===== config.mk =====
export PLATFORM = sky130hd
export DESIGN_NAME = psum_accumulator
export DESIGN_NICKNAME = d
export VERILOG_FILES = /design/src/rtl/psum_accumulator.sv
export SDC_FILE = /design/constraint.sdc
export NUM_CORES = 1
export LEC_CHECK = 0
export ABC_CLOCK_PERIOD_IN_PS = 2200
export CAP_MARGIN = 20
export CORE_ASPECT_RATIO = 1.1
export CORE_MARGIN = 5
export CORE_UTILIZATION = 50
export DETAILED_ROUTE_END_ITERATION = 16
export PLACE_DENSITY_LB_ADDON = 0.08
export SKIP_CTS_REPAIR_TIMING = 1
export SLEW_MARGIN = 5
export SYNTH_ARGS = -nofsm -noshare
export SYNTH_HDL_FRONTEND = slang
export SYNTH_SLANG_ARGS = --single-unit
export TNS_END_PERCENT = 10

===== constraint.sdc =====
create_clock -name clk -period 2.2 [get_ports clk]
set_input_delay 0.33 -clock clk [delete_from_list [all_inputs] [get_ports clk]]
set_output_delay 0.33 -clock clk [all_outputs]
set_load 0.1 [all_outputs]

===== src/rtl/psum_accumulator.sv =====
// Partial-sum accumulator: sums COUNT unsigned words from the upstream merge stage
// and holds each completed sum until the downstream side takes it.
module psum_accumulator #(
   parameter int WIDTH     = 8,
   parameter int COUNT     = 4,
   parameter int OUT_WIDTH = WIDTH + $clog2(COUNT)
) (
   input  logic                     clk,
   input  logic                     rst,
   input  logic                     in_valid,
   input  logic [WIDTH-1:0]         in_data,
   output logic                     in_ready,
   input  logic                     clear,
   output logic                     out_valid,
   output logic [OUT_WIDTH-1:0]     out_data,
   input  logic                     out_ready,
   output logic [$clog2(COUNT):0]   word_cnt
);

   localparam int CNT_W = $clog2(COUNT) + 1;
   localparam logic [CNT_W-1:0] LAST_IDX = CNT_W'(COUNT - 1);

   typedef enum logic {
      ACCUM = 1'b0,
      HOLD  = 1'b1
   } state_t;

   state_t                 state;
   state_t                 state_next;
   logic [OUT_WIDTH-1:0]   acc;
   logic [OUT_WIDTH-1:0]   acc_next;
   logic [CNT_W-1:0]       cnt_next;
   logic [OUT_WIDTH-1:0]   out_data_next;
   logic                   out_valid_next;

   function automatic logic [OUT_WIDTH-1:0] add_word(
      input logic [OUT_WIDTH-1:0] sum,
      input logic [WIDTH-1:0]     word
   );
      return sum + OUT_WIDTH'(word);
   endfunction

   // Ready depends on state alone so upstream never sees a path from its own valid.
   assign in_ready = (state == ACCUM);

   always_ff @(posedge clk or posedge rst) begin
      if (rst) begin
         state     <= ACCUM;
         acc       <= '0;
         word_cnt  <= '0;
         out_valid <= 1'b0;
         out_data  <= '0;
      end else begin
         state     <= state_next;
         acc       <= acc_next;
         word_cnt  <= cnt_next;
         out_valid <= out_valid_next;
         out_data  <= out_data_next;
      end
   end

   always_comb begin
      state_next     = state;
      acc_next       = acc;
      cnt_next       = word_cnt;
      out_data_next  = out_data;
      out_valid_next = out_valid;
      case (state)
         ACCUM: begin
            // Clear takes priority, so a last word arriving with it never yields a result.
            if (clear) begin
               acc_next = '0;
               cnt_next = '0;
            end else if (in_valid) begin
               if (word_cnt == LAST_IDX) begin
                  out_data_next  = add_word(acc, in_data);
                  out_valid_next = 1'b1;
                  acc_next       = '0;
                  cnt_next       = '0;
                  state_next     = HOLD;
               end else begin
                  acc_next = add_word(acc, in_data);
                  cnt_next = word_cnt + CNT_W'(1);
               end
            end
         end
         HOLD: begin
            if (out_ready) begin
               out_valid_next = 1'b0;
               state_next     = ACCUM;
            end
         end
         default: state_next = ACCUM;
      endcase
   end

endmodule


==> summary.md <==
| Metric | Value |
|---|---|
| Result of the run | `finished clean` |
| Die Area | `between 3000 and 4000 µm²` |
| Power spent charging and discharging nets | `just over 0.8 mW` |
| Warning count from the yosys run | `0` |
| Via count of the first global-routing pass | `1,097` |
| Total gr overflow | `0` |
| Crit-path max cell delay | `between 0.4 and 0.5 ns` |
| Maximum resistive drop on vdd | `about 0.77 mV` |
| Per-cell via count in the routed design | `around 5.5` |
| Setup crit start | `in_data[0]` |
| Wire length after detailed routing | `roughly 2.8 mm` |
| Cell taking the most area after synthesis | `sky130_fd_sc_hd__dfrtp_1` |
| Data required time at the worst endpoint | `2.45 ns` |
| CTS H-tree depth | `1` |
| Largest cells by area after synthesis | `sky130_fd_sc_hd__dfrtp_1 47%, sky130_fd_sc_hd__ha_1 8.5%, sky130_fd_sc_hd__mux2_2 5.1%, sky130_fd_sc_hd__nand2_1 3.9%, sky130_fd_sc_hd__o21ai_0 3.8%` |
| First-pass GRT wire length | `just under 5 mm` |
| Diode count | `0` |
| TritonCTS clock tree | `yes` |
| Length of routed wiring on met1 | `around 1.3 mm` |
| Setup skew after layout | `around 0.0019 ns` |
| Startpoint class of the critical path | `input pin` |
| Yosys top cell area share | `a little under half` |
| Critical-path cell with the highest stage delay | `sky130_fd_sc_hd__clkdlybuf4s50_1` |
| Width of the die | `between 50 and 60 µm` |
| Power Dens Cells | `~1000 nW/µm²` |
| Routed via count | `approximately 1,100` |
| Clock buffers created by TritonCTS | `3` |
| Met3 Routed Length | `roughly 120 µm` |
| Fraction of power consumed by sequential logic | `between 30% and 40%` |
| Count of standard-cell rows | `19` |
| DRC violation count after routing | `0` |
| Antenna-violating nets left | `0` |
| Classification of the worst-slack hold path | `input pin to asynchronous set/reset pin` |
| Total of max-cap violations | `0` |
| Cell variety after synth | `31` |
| Synthesized netlist cell count | `about 130` |
| Final weighted congestion of routability-driven global placement | `a little under 0.8` |
| Slew margin rel. | `about four fifths` |
| Global-route usage over all layers | `~17%` |
| Synthesis-stage register bit count | `25` |
| Total cell area at the placement stage | `between 1500 and 2000 µm²` |
| Hold Vio Cnt, Final | `0` |
| Buffer levels on the longest clock path | `2` |
| Buffers & Inverters on Critical Path | `2` |
| Iteration count of the initial detailed-routing pass | `4` |
| Area of the mapped netlist | `1330 µm²` |
| Cell-by-cell trace of the critical path | `clkdlybuf4s50_1 > ha_1 > inv_1 > fa_1 > nand2b_1 > a21oi_1 > o21bai_1 > and3_1 > o31ai_1` |
| Sequential area share after synthesis | `a little under half` |
| Placeable core area | `between 2000 and 3000 µm²` |
| Sum of net half-perimeters after detailed placement | `2.16 mm` |
| Count of input and output buffers | `27` |
| Critical Setup Path Class | `input pin to flip-flop` |
| Share of post-route cells with drive strength above 1 | `about 23%` |
| Worst r2r src | `acc[0]` |
| Measured slew at the worst slew-check pin | `~0.33 ns` |
| Clock transition at the registers of the reported paths | `roughly 0.14 ns` |
| Final hold slack | `0.335 ns` |
| Clock network latency to the later pin of the worst-skew pair | `about 0.32 ns` |
| Number of DRC markers in iteration 0 | `34` |
| Leak pwr | `0.818 nW` |
| Clock root buffer master | `sky130_fd_sc_hd__clkbuf_4` |
| TritonCTS Sinks | `25` |
| RSZ-0062 raised after global routing | `false` |
| Max FO, Critical Path | `4` |
| Share of power burned in the clock network | `12.8%` |
| Cell-internal power | `approximately 0.86 mW` |
| Finish-stage setup viols | `0` |
| Pin count of the biggest net entering global routing | `26` |
| Final cell area excluding filler cells | `1670 µm²` |
| Chip Height | `approximately 64 µm` |
| Net switching fraction of the power | `between 40% and 50%` |
| Post-layout minimum cycle time | `about 2.0 ns` |
| Routed wire per std cell | `about 15 µm` |
| Final critical-path share of the clock period | `a little over 90%` |
| Per-instance average area after synthesis | `~11 µm²` |
| Critical Path End Type | `flip-flop` |
| Commonest cells after routing, fill and taps aside | `25 x sky130_fd_sc_hd__dfrtp_1, 22 x sky130_fd_sc_hd__buf_4, 14 x sky130_fd_sc_hd__nand2_1` |
| I/O pin cnt | `28` |
| Family of cells with the greatest summed delay on the critical path | `compound AO/OA/AOI/OAI gates` |
| Net count after synthesis | `roughly 150` |
| Total met2 wirelength after detailed routing | `about 1.3 mm` |
| Commonest non-fill, non-tap cell in the layout | `sky130_fd_sc_hd__dfrtp_1` |
| Effective utilization at floorplan | `between 50% and 60%` |
| Arr. time, crit path | `approximately 2.3 ns` |
| F_max | `approximately 490 MHz` |
| Total Nets Final | `around 190` |
| Area added between synthesis and finish | `25.6%` |
| Initial antenna violation count | `0` |
| Top Layer Used | `met4` |
| Max-slew violation total from the final report | `0` |
| Combinational Power Share | `51.4%` |
## cells in the mapped netlist
cell	instances
sky130_fd_sc_hd__a211o_1	1
sky130_fd_sc_hd__a211oi_2	1
sky130_fd_sc_hd__a21o_1	2
sky130_fd_sc_hd__a21o_2	1
sky130_fd_sc_hd__a21oi_1	9
sky130_fd_sc_hd__a22o_1	5
sky130_fd_sc_hd__a22o_2	1
sky130_fd_sc_hd__a31oi_1	3
sky130_fd_sc_hd__and2b_1	1
sky130_fd_sc_hd__and3_1	1
sky130_fd_sc_hd__buf_2	2
sky130_fd_sc_hd__clkbuf_1	1
sky130_fd_sc_hd__dfrtp_1	25
sky130_fd_sc_hd__fa_1	1
sky130_fd_sc_hd__ha_1	9
sky130_fd_sc_hd__inv_1	7
sky130_fd_sc_hd__mux2_2	6
sky130_fd_sc_hd__nand2_1	14
sky130_fd_sc_hd__nand2b_1	3
sky130_fd_sc_hd__nor2_1	5
sky130_fd_sc_hd__nor2b_1	2
sky130_fd_sc_hd__nor3b_2	1
sky130_fd_sc_hd__o211ai_1	2
sky130_fd_sc_hd__o21a_1	2
sky130_fd_sc_hd__o21ai_0	10
sky130_fd_sc_hd__o21ai_2	1
sky130_fd_sc_hd__o21bai_1	1
sky130_fd_sc_hd__o2bb2ai_1	1
sky130_fd_sc_hd__o31ai_1	1
sky130_fd_sc_hd__xnor2_1	5
sky130_fd_sc_hd__xor2_1	2
## metal layers
metal | global-route usage [%] | up-vias
li1 | - | 512
met1 | 21.7 | 527
met2 | 27.6 | 21
met3 | 2.21 | 5
met4 | 5.95 | 0
met5 | 0 | -
## state kept, by name, summed over array words and instances (netlist names)
name and cells:
acc 10, state 1, out_data 10, out_valid 1
word_cnt 3
## worst reg2reg max path: stages, from the launching register on
cell and delay (ns):
sky130_fd_sc_hd__dfrtp_1 0.38, sky130_fd_sc_hd__ha_1 0.17, sky130_fd_sc_hd__inv_1 0.06, sky130_fd_sc_hd__fa_1 0.37, sky130_fd_sc_hd__nand2b_1 0.17, sky130_fd_sc_hd__a21oi_1 0.19
sky130_fd_sc_hd__o21bai_1 0.15, sky130_fd_sc_hd__and3_1 0.20, sky130_fd_sc_hd__o31ai_1 0.20
## power groups by stage
stage	Clock [mW]	Sequential, mW	Combinational [mW]
6_report	0.214	0.599	0.860
4_1_cts	0.225	0.600	0.867
3_3_place_gp	0	0.605	0.851
2_1_floorplan	0	1.01	0.261
5_1_grt	0.246	0.612	0.913
3_5_place_dp	0	0.609	0.864
## through the flow
step / setup WS [ns] / setup TNS [ns] / util, % / total power, mW / instances
after floorplan: 0.183 / 0 / - / 1.27 / 126
after global placement: -0.139 / -0.426 / 65.1 / 1.46 / 188
after detailed placement: -0.195 / -0.610 / 65.1 / 1.47 / 188
after CTS: 0.150 / 0 / 66.3 / 1.69 / 192
after global routing: 0.0430 / 0 / 66.3 / 1.77 / 192
final: 0.159 / 0 / 66.3 / 1.67 / 192
## cells by family (layout without fill, tap and decap cells)
logic type      count (synthesis)  count (layout)  share of synthesized area [%]
xor+xnor                        7               7                           4.61
mux                             6               6                           5.07
flops                          25              25                           47.0
compound gates                 41              41                           20.7
buf+inv                        10              45                           3.01
simple gates                   27              27                           9.68
fa+ha+maj                      10              10                           9.96
## path summary, 6_finish.rpt
check                      slack [ns]  cells after the start     endpoint
setup / recovery                 0.16                      9  out_data[8]
min in group clk                 0.50                      2  out_data[9]
hold reg to reg                  0.50                      2  out_data[9]
hold / removal                   0.33                      3  out_data[1]
max in group asynchronous        1.63                      3  out_data[4]
setup reg to reg                 0.24                      8  out_data[8]
## final cells by class
cell class,count,area (µm²)
Clock buffer,3,22.5
Fill cell,219,848
Tap cell,31,38.8
Inverter,7,26.3
Sequential cell,25,626
Timing Repair Buffer,34,285
Multi-Input combinational cell,91,666
Clock inverter,1,7.51
No activity file was read; power rests on OpenSTA's default activity.
